--- src/rtl/sign_extend.sv ---
// LEGv8 immediate generator: field extract + sign/zero extend, registered.
// Ports: clk, rst_n, en, inst, imm_op (one-hot B/CB/I/shift/D), immediate, imm_valid.
module sign_extend #(
  parameter int INST_W = 32,
  parameter int DATA_W = 64
) (
  input  logic              clk,
  input  logic              rst_n,
  input  logic              en,
  input  logic [INST_W-1:0] inst,
  input  logic [4:0]        imm_op,
  output logic [DATA_W-1:0] immediate,
  output logic              imm_valid
);

  localparam logic [4:0] OP_B  = 5'b10000;
  localparam logic [4:0] OP_CB = 5'b01000;
  localparam logic [4:0] OP_I  = 5'b00100;
  localparam logic [4:0] OP_SH = 5'b00010;
  localparam logic [4:0] OP_D  = 5'b00001;

  logic signed [25:0] b_f;
  logic signed [18:0] cb_f;
  logic        [11:0] i_f;
  logic        [5:0]  sh_f;
  logic signed [8:0]  d_f;

  logic [DATA_W-1:0] imm_b;
  logic [DATA_W-1:0] imm_cb;
  logic [DATA_W-1:0] imm_i;
  logic [DATA_W-1:0] imm_sh;
  logic [DATA_W-1:0] imm_d;

  logic [DATA_W-1:0] imm_nxt;
  logic              vld_nxt;

  // Each format only ever touches its own field slice, so
  // unselected instruction bits cannot leak into the result.
  assign b_f  = inst[25:0];
  assign cb_f = inst[23:5];
  assign i_f  = inst[21:10];
  assign sh_f = inst[15:10];
  assign d_f  = inst[20:12];

  // Signed fields widen with sign fill, unsigned with zeros.
  assign imm_b  = DATA_W'(b_f);
  assign imm_cb = DATA_W'(cb_f);
  assign imm_i  = DATA_W'(i_f);
  assign imm_sh = DATA_W'(sh_f);
  assign imm_d  = DATA_W'(d_f);

  // Exact-match select: multi-hot codes fall to zero, not
  // to whichever bit would win a priority chain.
  always_comb begin
    imm_nxt = '0;
    vld_nxt = 1'b0;
    case (imm_op)
      OP_B: begin
        imm_nxt = imm_b;
        vld_nxt = 1'b1;
      end
      OP_CB: begin
        imm_nxt = imm_cb;
        vld_nxt = 1'b1;
      end
      OP_I: begin
        imm_nxt = imm_i;
        vld_nxt = 1'b1;
      end
      OP_SH: begin
        imm_nxt = imm_sh;
        vld_nxt = 1'b1;
      end
      OP_D: begin
        imm_nxt = imm_d;
        vld_nxt = 1'b1;
      end
      default: begin
        imm_nxt = '0;
        vld_nxt = 1'b0;
      end
    endcase
  end

  always_ff @(posedge clk or negedge rst_n) begin
    if (!rst_n) begin
      immediate <= '0;
      imm_valid <= 1'b0;
    end else if (en) begin
      immediate <= imm_nxt;
      imm_valid <= vld_nxt;
    end
  end

endmodule

--- config.mk ---
export PLATFORM = sky130hd
export DESIGN_NAME = sign_extend
export DESIGN_NICKNAME = d
export VERILOG_FILES = /design/src/rtl/sign_extend.sv
export SDC_FILE = /design/constraint.sdc
export NUM_CORES = 1
export LEC_CHECK = 0
export CORE_UTILIZATION = 37
export CTS_BUF_LIST = sky130_fd_sc_hd__clkbuf_4
export CTS_CLUSTER_SIZE = 40
export DETAILED_ROUTE_END_ITERATION = 8
export GPL_TIMING_DRIVEN = 0
export PLACE_DENSITY = 0.79
export SLEW_MARGIN = 15
export SYNTH_ARGS = -nofsm -noshare
export SYNTH_HDL_FRONTEND = slang
export SYNTH_SLANG_ARGS = --single-unit
--- constraint.sdc ---
create_clock -name clk -period 1.4 [get_ports clk]
set_input_delay 0.42 -clock clk [delete_from_list [all_inputs] [get_ports clk]]
set_output_delay 0.42 -clock clk [all_outputs]
set_load 0.05 [all_outputs]
# Word-level counts from Yosys, hierarchy flattened
# Cells that the tools add are included.
[word_totals]
elab_cells = 10
register_bits = 65
out_inout_bits = 65
inputBits = 40
[op_classes]
muxes = 2
n_eq_ne = 5
n_reduce_logical = 1
[op_table]
columns = ["cell", "count"]
rows = [
  ["case mux 64 bit (5 select lines)", 1],
  ["equality test 5 x 1 -> 1 bit, second input constant", 1],
  ["equality test 5 x 2 -> 1 bit, second input constant", 1],
  ["equality test 5 x 3 -> 1 bit, second input constant", 1],
  ["equality test 5 x 4 -> 1 bit, second input constant", 1],
  ["equality test 5 bit, second input constant", 1],
  ["OR reduction 5 bit", 1],
  ["two-way mux 1 bit", 1],
]

# Longest topological paths before layout
# Gate-level depths: netlist of the first run.
[depth]
ltp_word = 3
mapped_depth = 7
ltp_nobuf = 4

# Worst setup path before layout of the first run
# No wires, ideal clock.
[synth_timing]
path_type = "register to output"
start = "reg, netlist name immediate[62]"
end = "out immediate[26]"
required_time_ns = 0.980
path_stages_with_launch = 2
setup_slack_ns = -0.552
path_buffers = 1
t_arrival_ns = 1.532
path_cell_list = "dfrtp_1 > buf_4"
[synth_rtl]
columns = ["element", "line", "source"]
rows = [
  ["end, declared", "12", "output logic [DATA_W-1:0] immediate,"],
]

==> metrics.md, run 1 <==
| Metric | Value |
|---|---|
| Status | finished, violations left |
| Failing checks | setup timing |
| Die Y | 76.3 um |
| CP Class | reg2out |
| Final Wtd Congestion | 0.923 |
| Clk buf depth | 2 |
| Final Max Slew Viols | 0 |
| Clock sink total | 27 |
| Initial DRC count | 155 |
| Worst Setup End Kind | output port |
| Cell row count | 26 |
| CTS root buf | clkbuf_4 |
| Largest net degree at the start of global routing | 28 |
| Final Util | 75.0% |
| Crit-path max cell delay | 0.56 ns |
| Distinct cells, synth | 33 |
| Worst skew pair latency | 0.34 ns |
| Headroom to the max-slew limit | 59.8% |
| I/O Buffers | 95 |
| Critical path origin | immediate[62]$_DFFE_PN0P_ |
| Avg Inst Size Synth | 9.08 um^2 |
| Final period util | 127% |
| Fmax | 562 MHz |
| Vias/cell | 5.36 |
| TritonCTS Buffers | 3 |
| Power density over the cells | 459 nW/um^2 |
| Core area | 5200 um^2 |
| CTS hold repair buffers | 0 |
| Nets | 388 |
| Least-Margin Pin Slew | 0.604 ns |
| DRC | 0 |
| Initial antenna violation count | 0 |
| Syn nets | 265 |
| Slowest CP cell | dfrtp_4 |
| I/O pin cnt | 105 |
| First-pass GRT wire length | 10800 um |
| Sequential fraction of the synthesis area | 33.1% |
| Worst Setup EP | immediate[63] |
| Worst-path clk slew | 0.16 ns |
| Cell Area, Synth | 2040 um^2 |
| Total track usage | 23.2% |
| DR WL/cell | 18.2 um |
| Post-DP HPWL | 4340 um |
| GRT overflow | 0 |
| Initial Util | 39.2% |
| Vias in the first global route | 2134 |
| Synthesized flop and latch total | 27 |
| Reg-to-reg slack, setup | 0.44 ns |
| Final WL | 7570 um |
| Pre-Repair DR Iteration Count | 4 |
| CTS tree | built |
| Crit path DAT | 1.36 ns |
| Synth warn | 0 |
| Layout cells sized above 1 | 62.0% |
| Reg2reg end | immediate[62]$_DFFE_PN0P_ |
| Tightest Hold Check Type | in2async |
| Vias | 2236 |
| CP Max Fanout | 20 |
| Cells along the critical path | buf_12 > buf_4 > buf_6 |
| Die area | 5820 um^2 |
| Layout Skew | 0 ns |
| Final worst slack | -0.380 ns |
| Horiz. Die Dim | 76.3 um |
| Final setup fails | 64 |
| Worst setup SP type | flip-flop |
| Post-Synthesis Cells | 225 |
| Peak VDD IR | 0.364 mV |
| Leak Pwr | 1.65 nW |
| Post-DRT Antenna Nets | 0 |
| # diodes | 0 |
| Max Cap Viol | 0 |
| Hold Slack | 0.0562 ns |
| FF-to-FF path depth | 3 |
| RR Startpoint | immediate[62]$_DFFE_PN0P_ |
| H-tree level count | 1 |
| Pre-CTS setup slack | -0.971 ns |
| Hold Fails Final Rpt | 0 |
| Area Overhead vs Synth | 91.1% |
| Final Critical Period | 1.78 ns |
| Worst endpoint required time | 0.98 ns |
| RSZ-0062 raised after global routing | true |
-- final cells by class --
cell class	count	area, um^2
buffer	55	499
clock buffer	3	22.5
clock inverter	1	7.51
fill	347	1300
inverter	35	131
multi-input combinational	108	1220
sequential	27	679
tap	70	87.6
timing repair buffer	118	1250
-- routing by layer --
layer	wire (um)	up-vias	GRT usage (%)
met4	113	0	7.12
met3	514	13	3.71
met2	3970	126	41.0
met1	2970	1086	28.8
met5	0	-	0
li1	-	1011	-
-- power breakdown --
| group | internal [mW] | leakage [nW] | switching, mW | total, mW |
|---|---|---|---|---|
| clock | 0.110 | 0.0139 | 0.264 | 0.373 |
| sequential | 0.791 | 0.374 | 0.00672 | 0.797 |
| combinational | 0.273 | 1.27 | 0.346 | 0.620 |
-- critical path: cells and delay by family (launching register included) --
family	cells	cell delay (ns)
DFF	1	0.56
buffers and inverters	3	0.44
-- synthesized netlist by cell type --
cell       instances  area share, %
a2111oi_0          2           0.86
a211oi_1           3            1.1
a21oi_1           13            3.2
a221oi_1           9            3.9
a32o_1             1           0.49
and2b_1            1           0.37
and3_1             3           0.92
and4_1             1           0.43
buf_2              7            1.7
buf_4             41             15
buf_6              4            2.2
clkbuf_1           3           0.55
dfrtp_1           27             33
inv_1             35            6.4
nand2b_1           7            2.1
nand4_1            2           0.61
nor2_1             7            1.3
nor2_2             1           0.31
nor2b_1            1           0.31
nor3_1             3           0.74
nor3b_1            2           0.74
nor4_1             3           0.92
nor4b_1            1           0.43
o2111ai_1          1           0.43
o21ai_0            1           0.24
o22ai_1           24            7.4
o22ai_2            7            4.3
o32ai_1            1           0.43
o32ai_2            5            4.0
o32ai_4            1            1.3
or4b_4             3            2.0
xnor2_1            3            1.3
xor2_1             2           0.86
-- stage by stage --
stage	area (um^2)	power [mW]	setup TNS, ns	instances
finish	3900	1.79	-16.50	417
global route	3900	1.85	-18.85	417
CTS	3620	1.71	-15.83	411
detailed placement	3120	1.27	-51.47	390
global placement	3120	1.26	-62.79	390
floorplan	2080	1.07	-6.83	225
-- worst min-delay path by stage --
stage                                      from                        end  slack, ns
after global placement    imm_valid$_DFFE_PN0P_      imm_valid$_DFFE_PN0P_       0.50
final                                     rst_n   immediate[4]$_DFFE_PN0P_       0.06
after detailed placement                  rst_n   immediate[2]$_DFFE_PN0P_       0.46
after global routing                      rst_n  immediate[15]$_DFFE_PN0P_       0.11
after floorplan                           rst_n      imm_valid$_DFFE_PN0P_       0.12
after CTS                                 rst_n  immediate[15]$_DFFE_PN0P_       0.09
-- repair_timing --
action	CTS	global route
cloned	2	1
pin swaps	29	21
buffers inserted	15	6
setup endpoints to repair	92	87
gates resized for setup	497	67
-- cell families after synthesis --
group / count (synthesis) / synth area share [%]
AO/OA/AOI/OAI: 68 / 27.6
XOR/XNOR: 5 / 2.14
buffers and inverters: 90 / 26.0
flip-flops: 27 / 33.1
AND/OR/NAND/NOR: 35 / 11.2
-- sequential cells by signal (all words and copies together) (netlist names) --
signal / count
immediate: 26
imm_valid: 1
-- cells in the final DEF (no fill, tap or decap), drive strengths merged --
master,n
nand2b,7
nor2,8
clkbuf,10
a221oi,9
a21oi,13
inv,35
clkinvlp,1
xnor2,3
o21ai,1
a211oi,3
dlygate4sd2,1
clkdlybuf4s50,26
xor2,2
and2b,1
and3,3
buf,139
nor2b,1
dfrtp,27
nor4b,1
a32o,1
nor3b,2
and4,1
nor3,3
o32ai,7
or4b,3
nand4,2
nor4,3
o22ai,31
o2111ai,1
a2111oi,2
No activity file was read; power rests on OpenSTA's default activity.
==> run 2: changes to the inputs <==
--- a/config.mk
+++ b/config.mk
@@ -11,6 +11,7 @@
 export DETAILED_ROUTE_END_ITERATION = 8
 export GPL_TIMING_DRIVEN = 0
 export PLACE_DENSITY = 0.79
+export SETUP_SLACK_MARGIN = 0.2
 export SLEW_MARGIN = 15
 export SYNTH_ARGS = -nofsm -noshare
 export SYNTH_HDL_FRONTEND = slang
==> metrics.md, run 2 (synthesis gave the netlist of run 1 again) <==
| Metric | Value |
|---|---|
| Die area | 5820 um^2 |
| Peak VDD IR | 0.402 mV |
| CP Class | in2reg |
| Vias in the first global route | 2547 |
| Reg-to-reg slack, setup | 0.05 ns |
| Failing checks | setup timing |
| Final Wtd Congestion | 0.898 |
| Crit path DAT | 2.12 ns |
| Layout Skew | 0 ns |
| Largest regs | immediate: 26 flops, imm_valid: 1 flops |
| Worst endpoint required time | 1.63 ns |
| Placed cells | 390 |
| Final Critical Period | 1.90 ns |
| Clock power frac | 20.0% |
| Final setup fails | 66 |
| Post-route cell area | 4740 um^2 |
| Clock sink total | 27 |
| Crit-path max cell delay | 0.60 ns |
| Core area | 5200 um^2 |
| Leak Pwr | 1.97 nW |
| Max reg flops | 26 |
| Worst Setup End Kind | flip-flop |
| Pre-CTS setup slack | -0.993 ns |
| Nets | 421 |
| I/O Buffers | 95 |
| Fmax | 527 MHz |
| GRT overflow | 0 |
| Clk buf depth | 2 |
| Worst setup SP type | primary input |
| Worst-path clk slew | 0.16 ns |
| CTS root buf | clkbuf_4 |
| Sequential share of power | 40.7% |
| Final WL | 11200 um |
| Vias/cell | 5.88 |
| Hold Fails Final Rpt | 0 |
| TritonCTS Buffers | 3 |
| Initial DRC count | 194 |
| Tightest Hold Check Type | in2async |
| Max Cap Viol | 0 |
| First-pass GRT wire length | 13500 um |
| Pre-Repair DR Iteration Count | 4 |
| Power density over the cells | 415 nW/um^2 |
| Filler instances | 182 |
| Commonest non-fill, non-tap cell in the layout | buf_8 |
| Horiz. Die Dim | 76.3 um |
| Worst skew pair latency | 0.34 ns |
| Internal power | 1.28 mW |
| Final Max Slew Viols | 0 |
| Setup TNS | -21.27 ns |
| Layout cells sized above 1 | 67.1% |
| Area Overhead vs Synth | 132% |
| Post-DP Area | 3350 um^2 |
| Comb pwr share | 39.3% |
| CTS tree | built |
| Hold Slack | 0.0822 ns |
| Top reg by flops | immediate |
| Post-DRT Antenna Nets | 0 |
| Sw Pwr | 686 uW |
| Final Util | 91.0% |
| Sw Share | 34.8% |
| Die Y | 76.3 um |
| Total track usage | 29.9% |
| Cells along the critical path | buf_8 > buf_6 > or4b_4 > o32ai_4 > buf_12 > a21oi_1 > o22ai_1 |
| Vias | 2644 |
| Largest net degree at the start of global routing | 28 |
| Headroom to the max-slew limit | 46.2% |
| DRC | 0 |
| Initial antenna violation count | 0 |
| Slowest CP cell | or4b_4 |
| Post-DP HPWL | 4630 um |
| CP Max Fanout | 6 |
| Status | finished, violations left |
| H-tree level count | 1 |
| Total Power Consumption | 1.97 mW |
| Initial Util | 39.2% |
| Most frequent cells in the layout | buf_8, buf_6, buf_4 |
| Final period util | 136% |
| I/O pin cnt | 105 |
| Least-Margin Pin Slew | 0.808 ns |
| RSZ-0062 raised after global routing | true |
| Final worst slack | -0.498 ns |
| DR WL/cell | 25.0 um |
| # diodes | 0 |
| Cell row count | 26 |
| Non-Filler Instances | 450 |
## run 2: worst paths after layout
check | from | end | depth (start not counted)
worst max-delay path | imm_op[4] | immediate[62]$_DFFE_PN0P_ | 7
worst min-delay path | rst_n | immediate[0]$_DFFE_PN0P_ | 1
worst max register to register | immediate[62]$_DFFE_PN0P_ | immediate[62]$_DFFE_PN0P_ | 3
worst min register to register | imm_valid$_DFFE_PN0P_ | imm_valid$_DFFE_PN0P_ | 2
max in group asynchronous | rst_n | immediate[62]$_DFFE_PN0P_ | 1
min in group clk | imm_op[1] | immediate[20]$_DFFE_PN0P_ | 4
## run 2: repair_timing
action / 4_1_cts / 5_1_grt
resized for setup: 544 / 50
buffers inserted: 33 / 18
hold buffers: 0 / 0
hold endpoints to repair: 0 / 0
cloned: 5 / 0
pin swaps: 25 / 29
setup endpoints to repair: 92 / 92
## run 2: area by class of cell
class	count	area, um^2	area share, %
Multi-Input combinational cell	108	1330	28.0
Sequential cell	27	679	14.3
Inverter	35	134	2.83
Clock buffer	4	30.0	0.634
Timing Repair Buffer	151	1730	36.6
Tap cell	70	87.6	1.85
Buffer	55	744	15.7
## run 2: worst max-delay path, delay by kind of cell
family / cells / cell delay [ns]
buf+inv: 3 / 0.39
compound gates: 3 / 0.71
simple gates: 1 / 0.60
## run 2: layer usage
metal	routed length [um]	track usage (%)	part of all wire, %
met3	788	4.91	7.0
met2	5740	53.5	51
met5	0	0	0
met4	741	17.3	6.6
met1	3980	33.2	35
## run 2: power by group through the flow
stage                     combinational, mW  clock, mW  sequential, mW
after detailed placement              0.467          0           0.816
final                                 0.774      0.394           0.800
after CTS                             0.636      0.367           0.799
after global placement                0.463          0           0.816
after floorplan                       0.235          0           0.853
after global routing                  0.796      0.420           0.801
==> run 3: changes to the inputs <==
--- a/config.mk
+++ b/config.mk
@@ -5,12 +5,14 @@
 export SDC_FILE = /design/constraint.sdc
 export NUM_CORES = 1
 export LEC_CHECK = 0
+export ABC_AREA = 1
 export CORE_UTILIZATION = 37
 export CTS_BUF_LIST = sky130_fd_sc_hd__clkbuf_4
 export CTS_CLUSTER_SIZE = 40
 export DETAILED_ROUTE_END_ITERATION = 8
 export GPL_TIMING_DRIVEN = 0
-export PLACE_DENSITY = 0.79
+export HOLD_SLACK_MARGIN = 0.03
+export PLACE_DENSITY = 0.78
 export SETUP_SLACK_MARGIN = 0.2
 export SLEW_MARGIN = 15
 export SYNTH_ARGS = -nofsm -noshare
==> metrics.md, run 3 <==
| Metric | Value |
|---|---|
| Synth top cells by count | nand2_1, buf_4, dfrtp_1 |
| Worst endpoint required time | 0.98 ns |
| RR Startpoint | immediate[62]$_DFFE_PN0P_ |
| Comb pwr share | 43.2% |
| Horiz. Die Dim | 76.3 um |
| Synth warn | 0 |
| Least-Margin Pin Slew | 0.600 ns |
| Crit-path max cell delay | 0.55 ns |
| Clk buf depth | 2 |
| Largest net degree at the start of global routing | 28 |
| Avg Inst Size Synth | 7.22 um^2 |
| Max Cap Viol | 0 |
| Initial antenna violation count | 0 |
| Reg2reg end | immediate[62]$_DFFE_PN0P_ |
| Max reg flops | 26 |
| Top reg by flops | immediate |
| I/O Buffers | 96 |
| Post-synth EDFFs | 0 |
| Hold Fails Final Rpt | 0 |
| Largest area contributor in the netlist | dfrtp_1 |
| Vias/cell | 4.80 |
| Fmax | 571 MHz |
| FF-to-FF path depth | 3 |
| Top_reg_cell synth | dfrtp_1 |
| Internal power | 1.30 mW |
| Die area | 5830 um^2 |
| Hold Slack | 0.0558 ns |
| Commonest non-fill, non-tap cell in the layout | nand2_1 |
| DRC | 0 |
| Leak Pwr | 1.96 nW |
| Worst skew pair latency | 0.33 ns |
| Crit path DAT | 1.33 ns |
| Worst-path clk slew | 0.15 ns |
| Initial Util | 39.3% |
| Worst Setup End Kind | output port |
| Area fraction of the dominant cell type after synthesis | 33.0% |
| Status | finished, violations left |
| Total Power Consumption | 2.09 mW |
| Tightest Hold Check Type | in2async |
| H-tree level count | 1 |
| Final Max Slew Viols | 0 |
| Vias | 2293 |
| Die Y | 76.3 um |
| Layout Skew | 0 ns |
| Largest cells by area after synthesis | dfrtp_1, nand2_1, buf_4, nand4_1, o21ai_0 |
| Final worst slack | -0.350 ns |
| Cells along the critical path | buf_12 > buf_4 > buf_6 |
| Critical path origin | immediate[62]$_DFFE_PN0P_ |
| Vias in the first global route | 2254 |
| Distinct cells, synth | 22 |
| GRT overflow | 0 |
| Area Overhead vs Synth | 74.4% |
| CTS hold repair buffers | 0 |
| Final Critical Period | 1.75 ns |
| Nets | 449 |
| Layout cells sized above 1 | 42.9% |
| Sequential share of power | 40.2% |
| Reg-to-reg slack, setup | 0.47 ns |
| DR WL/cell | 13.3 um |
| I/O pin cnt | 105 |
| Filler instances | 434 |
| Worst Setup EP | immediate[47] |
| Post-DP HPWL | 4420 um |
| RSZ-0062 raised after global routing | true |
| Final period util | 125% |
| Core area | 5200 um^2 |
| Cell row count | 26 |
| Headroom to the max-slew limit | 60.0% |
| TritonCTS Buffers | 3 |
| Initial DRC count | 120 |
| CTS root buf | clkbuf_4 |
| Sw Share | 37.6% |
| Synth async-reset ratio | 100% |
| Sw Pwr | 787 uW |
| CTS tree | built |
| Final setup fails | 39 |
| Peak VDD IR | 0.385 mV |
| Post-DRT Antenna Nets | 0 |
| First-pass GRT wire length | 10900 um |
| WP depth | 3 |
| Final WL | 6360 um |
| Pre-Repair DR Iteration Count | 4 |
| Most frequent cells in the layout | nand2_1, buf_6, buf_4 |
| Failing checks | setup timing |
| Post-Synthesis Cells | 283 |
| Synthesized flop and latch total | 27 |
| Total track usage | 22.9% |
| Sequential fraction of the synthesis area | 33.0% |
| Slowest CP cell | dfrtp_4 |
| CP Class | reg2out |
| # diodes | 0 |
| Largest regs | immediate: 26 flops, imm_valid: 1 flops |
| Power density over the cells | 587 nW/um^2 |
| Final Wtd Congestion | 0.942 |
| Syn nets | 323 |
| CP Max Fanout | 20 |
| Cell Area, Synth | 2040 um^2 |
| CP delay by family, top | flip-flops |
| Clock power frac | 16.5% |
| Clock sink total | 27 |
| Worst setup SP type | flip-flop |
| Most frequent cell after synthesis | nand2_1 |
| CP Buf/Inv Count | 3 |
run 3: cell count changes in the layout (fill, tap and decap cells not counted), moves of 13 or more:
| cell | change |
|---|---|
| buf_6 | +22 |
| buf_8 | -55 |
| inv_1 | -19 |
| nand2_1 | +101 |
| nand4_1 | +24 |
| o21ai_1 | +13 |
| o22ai_2 | -15 |
run 3: how the worst min path moves through the flow:
stage	cells after the start	from	endpoint	slack [ns]
after floorplan	0	rst_n	imm_valid$_DFFE_PN0P_	0.12
after global placement	2	immediate[21]$_DFFE_PN0P_	immediate[21]$_DFFE_PN0P_	0.46
after detailed placement	2	immediate[21]$_DFFE_PN0P_	immediate[21]$_DFFE_PN0P_	0.46
after CTS	1	rst_n	immediate[23]$_DFFE_PN0P_	0.09
after global routing	1	rst_n	immediate[23]$_DFFE_PN0P_	0.1
final	1	rst_n	immediate[23]$_DFFE_PN0P_	0.06
run 3: final cells by class:
class | count | area [um^2] | share of cell area (%)
multi-input cells | 184 | 927 | 26.0
clock buffers | 3 | 22.5 | 0.632
well taps | 70 | 87.6 | 2.46
inverters | 20 | 81.3 | 2.28
flip-flops and latches | 27 | 679 | 19.1
clock inverters | 1 | 5.00 | 0.140
plain buffers | 52 | 452 | 12.7
repair buffers | 121 | 1310 | 36.8
run 3: worst reg2reg max path: cells and delay by family, from the launching register on:
kind	cells	cell delay [ns]
flops	1	0.55
buf+inv	1	0.17
simple gates	2	0.12
run 3: what timing repair did:
action,CTS,global route
resized for setup,487,40
setup endpoints to repair,92,91
buffers inserted,15,8
pin swaps,6,10
gates cloned,1,1
run 3: power by group through the flow:
stage               Combinational, mW  Sequential, mW  Clock, mW
global route                    0.954           0.847      0.387
finish                          0.904           0.842      0.346
floorplan                       0.355           0.975          0
CTS                             0.866           0.841      0.353
global placement                0.780           0.857          0
detailed placement              0.785           0.857          0
run 3: metal layers:
metal	track usage (%)	up-vias	wire length [um]
li1	-	1133	-
met1	30.6	1049	2740
met2	37.8	100	3140
met3	2.51	11	349
met4	8.85	0	128
met5	0	-	0
run 3: logic make-up (layout without fill, tap and decap cells):
| kind of cell | Yosys count | in the layout | share of synthesized area (%) |
|---|---|---|---|
| buffers and inverters | 72 | 197 | 23.0 |
| and+or+nand+nor | 155 | 155 | 35.6 |
| DFF | 27 | 27 | 33.0 |
| AOI/OAI and AO/OA | 29 | 29 | 8.38 |
run 3: through the flow:
step | util [%] | TNS (ns) | setup slack, ns | cells | cell area [um^2]
after floorplan | - | 0 | 0.0247 | 283 | 2070
after global placement | 60.0 | -54.95 | -0.653 | 449 | 3120
after detailed placement | 59.9 | -43.04 | -0.652 | 449 | 3120
after CTS | 65.4 | -13.20 | -0.374 | 469 | 3410
after global routing | 68.5 | -14.76 | -0.401 | 478 | 3570
final | 68.5 | -12.83 | -0.350 | 478 | 3570
